<file path="config.mk">
export PLATFORM = sky130hd
export DESIGN_NAME = fifo_fwft_level
export DESIGN_NICKNAME = d
export VERILOG_FILES = /design/src/rtl/fifo_pkg.sv /design/src/rtl/fifo_ptr.sv /design/src/rtl/fifo_fwft_level.sv
export SDC_FILE = /design/constraint.sdc
export NUM_CORES = 1
export LEC_CHECK = 0
export CORE_MARGIN = 2
export CORE_UTILIZATION = 52
export DETAILED_ROUTE_END_ITERATION = 16
export PLACE_DENSITY = 0.81
export REMOVE_ABC_BUFFERS = 1
export SETUP_SLACK_MARGIN = 0.4
export SLEW_MARGIN = 20
export SYNTH_ARGS = -nofsm -noshare
export SYNTH_HDL_FRONTEND = slang
export SYNTH_SLANG_ARGS = --single-unit
export TNS_END_PERCENT = 1
</file>
<file path="constraint.sdc">
create_clock -name i_Clk -period 2.5 [get_ports i_Clk]
set_clock_uncertainty 0.2 [all_clocks]
set_input_delay 0.625 -clock i_Clk [delete_from_list [all_inputs] [get_ports i_Clk]]
set_output_delay 0.625 -clock i_Clk [all_outputs]
set_load 0.01 [all_outputs]
</file>
<file path="src/rtl/fifo_pkg.sv">
// ----------------------------------------------------------------------------
// fifo_pkg: shared diagnostic-state type for the FWFT level FIFO.  Rev 1.0
// ----------------------------------------------------------------------------
`default_nettype none

package fifo_pkg;

  localparam int DIAG_W = 2;

  typedef enum logic [DIAG_W-1:0] {
    DIAG_EMPTY   = 2'd0,
    DIAG_PARTIAL = 2'd1,
    DIAG_FULL    = 2'd2
  } diag_state_e;

endpackage

`default_nettype wire

</file>
<file path="src/rtl/fifo_ptr.sv">
// ----------------------------------------------------------------------------
// fifo_ptr: wrapping address counter, 0..DEPTH-1, any DEPTH >= 2.  Rev 1.0
// ----------------------------------------------------------------------------
`default_nettype none

module fifo_ptr
  import fifo_pkg::*;
#(
  parameter int DEPTH      = 4,
  parameter int ADDR_WIDTH = $clog2(DEPTH)
) (
  input  logic                  clk_i,
  input  logic                  rst_ni,
  input  logic                  advance_i,
  input  logic                  clear_i,
  output logic [ADDR_WIDTH-1:0] ptr_o
);

  localparam logic [ADDR_WIDTH-1:0] LAST = ADDR_WIDTH'(DEPTH - 1);

  logic [ADDR_WIDTH-1:0] ptr_q;
  logic [ADDR_WIDTH-1:0] ptr_d;

  // Explicit compare against DEPTH-1 so non-power-of-two depths wrap correctly.
  always_comb begin
    ptr_d = ptr_q;
    if (clear_i) begin
      ptr_d = '0;
    end else if (advance_i) begin
      ptr_d = (ptr_q == LAST) ? '0 : ptr_q + 1'b1;
    end
  end

  always_ff @(posedge clk_i or negedge rst_ni) begin
    if (!rst_ni) begin
      ptr_q <= '0;
    end else begin
      ptr_q <= ptr_d;
    end
  end

  assign ptr_o = ptr_q;

endmodule

`default_nettype wire

</file>
<file path="src/rtl/fifo_fwft_level.sv">
// ----------------------------------------------------------------------------
// fifo_fwft_level: first-word-fall-through FIFO with level/sticky-error flags.
// Rev 1.0
// ----------------------------------------------------------------------------
`default_nettype none

module fifo_fwft_level
  import fifo_pkg::*;
#(
  parameter int DEPTH      = 4,
  parameter int DATA_WIDTH = 17,
  parameter int ADDR_WIDTH = $clog2(DEPTH),
  parameter int AF_LEVEL   = DEPTH - 1,
  parameter int AE_LEVEL   = 1
) (
  input  logic                  i_Clk,
  input  logic                  i_Rst_n,
  input  logic                  i_Flush,
  input  logic                  i_Data_Valid,
  input  logic [DATA_WIDTH-1:0] i_Data,
  output logic                  o_Full,
  input  logic                  i_Read,
  output logic [DATA_WIDTH-1:0] o_Data,
  output logic                  o_Empty,
  output logic [ADDR_WIDTH:0]   o_Count,
  output logic                  o_Almost_Full,
  output logic                  o_Almost_Empty,
  output logic                  o_Overflow,
  output logic                  o_Underflow,
  input  logic                  i_Clear_Err,
  output logic [DIAG_W-1:0]     o_Diag_State,
  output logic [ADDR_WIDTH-1:0] o_Diag_Buf_W_Addr,
  output logic [ADDR_WIDTH-1:0] o_Diag_Buf_R_Addr
);

  localparam int               CNT_W   = ADDR_WIDTH + 1;
  localparam logic [CNT_W-1:0] CNT_MAX = CNT_W'(DEPTH);
  localparam logic [CNT_W-1:0] AF_THR  = CNT_W'(AF_LEVEL);
  localparam logic [CNT_W-1:0] AE_THR  = CNT_W'(AE_LEVEL);
  localparam logic             AF_RST  = (AF_LEVEL <= 0);
  localparam logic             AE_RST  = (AE_LEVEL >= 0);

  logic                  wr_en;
  logic                  rd_en;
  logic                  mem_we;
  logic [ADDR_WIDTH-1:0] wr_ptr;
  logic [ADDR_WIDTH-1:0] rd_ptr;

  logic [CNT_W-1:0]      count_q, count_d;
  logic                  empty_q, empty_d;
  logic                  full_q,  full_d;
  logic                  af_q,    af_d;
  logic                  ae_q,    ae_d;
  logic                  ovf_q,   ovf_d;
  logic                  unf_q,   unf_d;
  diag_state_e           state_q, state_d;

  logic [DATA_WIDTH-1:0] mem_q [DEPTH];

  // A write into a full FIFO is legal when the same edge pops a word.
  assign wr_en  = i_Data_Valid & (~full_q | i_Read) & ~i_Flush;
  assign rd_en  = i_Read & ~empty_q & ~i_Flush;
  assign mem_we = wr_en & i_Rst_n;

  fifo_ptr #(
    .DEPTH      (DEPTH),
    .ADDR_WIDTH (ADDR_WIDTH)
  ) u_wr_ptr (
    .clk_i     (i_Clk),
    .rst_ni    (i_Rst_n),
    .advance_i (wr_en),
    .clear_i   (i_Flush),
    .ptr_o     (wr_ptr)
  );

  fifo_ptr #(
    .DEPTH      (DEPTH),
    .ADDR_WIDTH (ADDR_WIDTH)
  ) u_rd_ptr (
    .clk_i     (i_Clk),
    .rst_ni    (i_Rst_n),
    .advance_i (rd_en),
    .clear_i   (i_Flush),
    .ptr_o     (rd_ptr)
  );

  always_ff @(posedge i_Clk) begin
    if (mem_we) begin
      mem_q[wr_ptr] <= i_Data;
    end
  end

  always_comb begin
    count_d = count_q;
    if (i_Flush) begin
      count_d = '0;
    end else begin
      case ({wr_en, rd_en})
        2'b10:   count_d = count_q + 1'b1;
        2'b01:   count_d = count_q - 1'b1;
        default: count_d = count_q;
      endcase
    end
    empty_d = (count_d == '0);
    full_d  = (count_d == CNT_MAX);
    af_d    = (count_d >= AF_THR);
    ae_d    = (count_d <= AE_THR);
  end

  // Clear wins over a same-cycle error; flushed requests raise no error.
  always_comb begin
    ovf_d = ovf_q | (~i_Flush & i_Data_Valid & full_q & ~i_Read);
    unf_d = unf_q | (~i_Flush & i_Read & empty_q);
    if (i_Clear_Err) begin
      ovf_d = 1'b0;
      unf_d = 1'b0;
    end
  end

  always_comb begin
    state_d = state_q;
    case (state_q)
      DIAG_EMPTY: begin
        if (!empty_d) state_d = DIAG_PARTIAL;
      end
      DIAG_PARTIAL: begin
        if (empty_d)     state_d = DIAG_EMPTY;
        else if (full_d) state_d = DIAG_FULL;
      end
      DIAG_FULL: begin
        if (empty_d)     state_d = DIAG_EMPTY;
        else if (!full_d) state_d = DIAG_PARTIAL;
      end
      default: state_d = DIAG_EMPTY;
    endcase
  end

  always_ff @(posedge i_Clk or negedge i_Rst_n) begin
    if (!i_Rst_n) begin
      count_q <= '0;
      empty_q <= 1'b1;
      full_q  <= 1'b0;
      af_q    <= AF_RST;
      ae_q    <= AE_RST;
      ovf_q   <= 1'b0;
      unf_q   <= 1'b0;
      state_q <= DIAG_EMPTY;
    end else begin
      count_q <= count_d;
      empty_q <= empty_d;
      full_q  <= full_d;
      af_q    <= af_d;
      ae_q    <= ae_d;
      ovf_q   <= ovf_d;
      unf_q   <= unf_d;
      state_q <= state_d;
    end
  end

  assign o_Data            = mem_q[rd_ptr];
  assign o_Empty           = empty_q;
  assign o_Full            = full_q;
  assign o_Count           = count_q;
  assign o_Almost_Full     = af_q;
  assign o_Almost_Empty    = ae_q;
  assign o_Overflow        = ovf_q;
  assign o_Underflow       = unf_q;
  assign o_Diag_State      = state_q;
  assign o_Diag_Buf_W_Addr = wr_ptr;
  assign o_Diag_Buf_R_Addr = rd_ptr;

endmodule

`default_nettype wire
</file>
==> run_results.csv, run 1 <==
group,metric,value,unit
cts,tritoncts,"built",
route,totalWireLength,6.32,mm
floorplan,std_cell_rows,28,
power_and_ir_drop,sequentialPowerShare,53.4,%
setup_path,crit_path_max_fanout,8,
synth,async_flop_share,18.1,%
hold_path,min-delay-path-class,"reg -> reg",
synth,synth_top_cell_by_area,"edfxtp_1",
floorplan,dieArea,6860,um^2
power_and_ir_drop,clkPwrFrac,34.0,%
floorplan,die_y,82.9,um
cts,clkTransAtPathRegs,70,ps
synth,seq_area_frac_synth,74.8,%
grt,antenna_found_initial,0,
setup_path,max_stage_delay,540,ps
setup_path,crit_type,"reg -> out",
route,wl_per_cell,19.3,um
power_and_ir_drop,sw_frac_of_total,21.3,%
grt,grt.total_usage,19.1,%
route,postRouteAntennaNets,0,
sta,setup_viol,1,
cts,cts_buffers,9,
power_and_ir_drop,internal_power,2300,uW
setup_path,crit_path_start_kind,"flip-flop",
sta,setup_ws,-18.8,ps
sta,slew_violations,0,
power_and_ir_drop,peakVddDrop,0.443,mV
grt,first_global_vias,1897,
sta,rsz0062_at_grt,"yes",
setup_path,arrival,1690,ps
setup_path,path_common_cell,"buf_6",
cts,clk_latency,340,ps
synth,postSynthCellCount,162,
grt,grt_max_degree,19,
synth,synth_top_area_share,63.2,%
synth,ys_seq_elements,83,
sta,period_needed,2520,ps
placed_design,port_buffers,54,
floorplan,io_pins,55,
synth,synthTopCellsByArea,"edfxtp_1, mux4_2, dfrtp_1",
placed_design,gp_congestion,0.725,
cells_and_area,fillers,383,
cells_and_area,final_core_utilization,74.4,%
floorplan,start_util,54.3,%
route,vias,1754,
setup_path,end_kind,"primary output",
synth,ys_types,32,
route,drtIter0Drc,106,
cells_and_area,layout-drive-gt1-share,37.3,%
flow_run,max-cap-violations,0,
synth,synthMostInstantiatedCell,"edfxtp_1",
cells_and_area,diodes,0,
placed_design,dp_hpwl,3.63,mm
sta,final_hold_viol_count,0,
sta,period_share,101,%
power_and_ir_drop,p_leak,0.00181,uW
cells_and_area,syn2layout_area_growth,37.0,%
cts,root_buffer,"clkbuf_8",
grt,grt_pass1_wl,9.90,mm
setup_path,path_cells,"buf_6, buf_16, mux4_2, buf_6",
sta,worstMarginPinSlew,223,ps
synth,avgSynthCellArea,20.0,um^2
power_and_ir_drop,finalPower,2930,uW
cells_and_area,fin_nets,277,
floorplan,die_w,82.9,um
outcome,status,"complete, but fails checks",
outcome,violations,"negative setup slack",
synth,mappedNetlistArea,3230,um^2
power_and_ir_drop,switching_power,623,uW
route,drt_drc_violations_left,0,
synth,ys.flop_type,"edfxtp_1",
grt,grt_overflow_total,0,
setup_path,cp_data_required_time,1670,ps
cts,cts_htree_levels,3,
synth,synth_edf_count,68,
power_and_ir_drop,p_comb_share,12.6,%
setup_path,slowest_stage,"mux4_2",
synth,yosys_warnings,0,
power_and_ir_drop,power_density,661,nW/um^2
route,viasPerCell,5.36,
sta,maxSlewHeadroom,85.1,%
cts,clk_path_buf_depth,2,
synth,synthTopCellsByCount,"edfxtp_1, mux4_2, dfrtp_1",
cts,cts.sinks,83,
route,firstDrtPassIters,6,
sta,fmax,0.397,GHz
floorplan,coreArea,5960,um^2
==> registers in the layout, indices dropped and copies added, names as in the netlist <==
signal,count
mem_q,68
o_Count,3
o_Diag_State,2
u_rd_ptr.ptr_o,2
u_wr_ptr.ptr_o,2
o_Almost_Empty,1
o_Almost_Full,1
o_Empty,1
o_Full,1
o_Overflow,1
o_Underflow,1
==> power groups by stage <==
stage	clock (uW)	sequential [uW]	combinational [uW]
2_1_floorplan	0	1610	115
3_3_place_gp	0	1590	325
3_5_place_dp	0	1590	335
4_1_cts	1010	1560	353
5_1_grt	1070	1570	395
6_report	994	1560	369
==> worst max-delay path: cells and delay by family (launching register included) <==
kind	cells	cell delay, ps
buffers and inverters	3	420
muxes	1	540
DFF	1	400
==> path summary, 6_finish.rpt <==
path	from	to	slack (ps)	cells past startpoint
worst max-delay path	u_rd_ptr.ptr_o[0]	o_Data[3]	-20	4
worst min-delay path	o_Overflow	o_Overflow	330	2
worst max register to register	o_Empty	o_Diag_State[1]	60	7
worst min register to register	o_Overflow	o_Overflow	330	2
max in group asynchronous	i_Rst_n	o_Almost_Empty	1440	2
min in group asynchronous	i_Rst_n	o_Full	420	2
==> area by class of cell <==
| class | instances | area (um^2) | area share, % |
|---|---|---|---|
| inverters | 4 | 15.0 | 0.339 |
| multi-input cells | 70 | 821 | 18.5 |
| flip-flops and latches | 83 | 2420 | 54.7 |
| repair buffers | 79 | 867 | 19.6 |
| well taps | 75 | 93.8 | 2.12 |
| clock buffers | 10 | 128 | 2.88 |
| clock inverters | 6 | 80.1 | 1.81 |
==> per-stage QoR <==
| stage | cells | setup TNS (ps) | hold slack (ps) | setup slack (ps) | instance area [um^2] |
|---|---|---|---|---|---|
| after CTS | 326 | 0 | 332 | 2.78 | 4300 |
| after global placement | 305 | -3940 | 292 | -605 | 4050 |
| final | 327 | -18.8 | 329 | -18.8 | 4430 |
| after global routing | 327 | -508 | 349 | -71.6 | 4430 |
| after floorplan | 157 | -68.0 | 129 | -49.8 | 3200 |
| after detailed placement | 305 | -4410 | 307 | -663 | 4050 |
==> layer usage <==
layer	track usage, %	vias to the layer above	wire length (um)
met4	7.75	0	89
met5	0	-	0
met1	25.2	894	2670
met3	4.97	8	277
li1	-	799	-
met2	30.6	53	3290
==> placed cells by master, fill, tap and decap left out, types with 2 or more instances in the layout <==
cell type        Yosys  layout
clkbuf_8             0       9
dfrtp_1             13       9
inv_1                4       4
clkinv_1             0       2
buf_4                1      14
a31oi_1              2       2
dfrtp_2              0       4
clkdlybuf4s50_1      0      19
buf_6                1      15
mux4_2              17      17
dfstp_2              2       2
buf_16               0       2
nand2_1              6       5
nor2_1               9       8
or3_1                2       2
a21oi_1              3       3
mux2i_1              2       2
ha_1                 6       5
clkbuf_2             0       2
edfxtp_1            68      68
dlymetal6s2s_1       0      15
and2_1               4       4
bufinv_16            0       2
nor2b_4              0       2
buf_12               0       6
buf_2                3       6
==> logic make-up after synthesis <==
| logic type | after synthesis | synth area share [%] |
|---|---|---|
| AND/OR/NAND/NOR | 31 | 5.15 |
| adder cells (fa/ha/maj) | 7 | 2.94 |
| AO/OA/AOI/OAI | 10 | 2.28 |
| XOR/XNOR | 3 | 0.813 |
| flip-flops | 83 | 74.8 |
| multiplexers | 19 | 12.5 |
| buffers and inverters | 9 | 1.51 |
==> what timing repair did <==
item                                    CTS  global route
cloned                                    2             0
pin swaps                                 2             7
hold buffers                              0             0
buffers inserted                          3             1
endpoints found under the setup margin   37            40
gates resized for setup                  85            42
Power figures use the tool's default switching activity.
==> run 2, diff against run 1 <==
--- a/config.mk
+++ b/config.mk
@@ -5,6 +5,7 @@
 export SDC_FILE = /design/constraint.sdc
 export NUM_CORES = 1
 export LEC_CHECK = 0
+export ABC_AREA = 0
 export CORE_MARGIN = 2
 export CORE_UTILIZATION = 52
 export DETAILED_ROUTE_END_ITERATION = 16
==> results of run 2 <==
Final layout, timing and power as in run 1 (identical DEF).
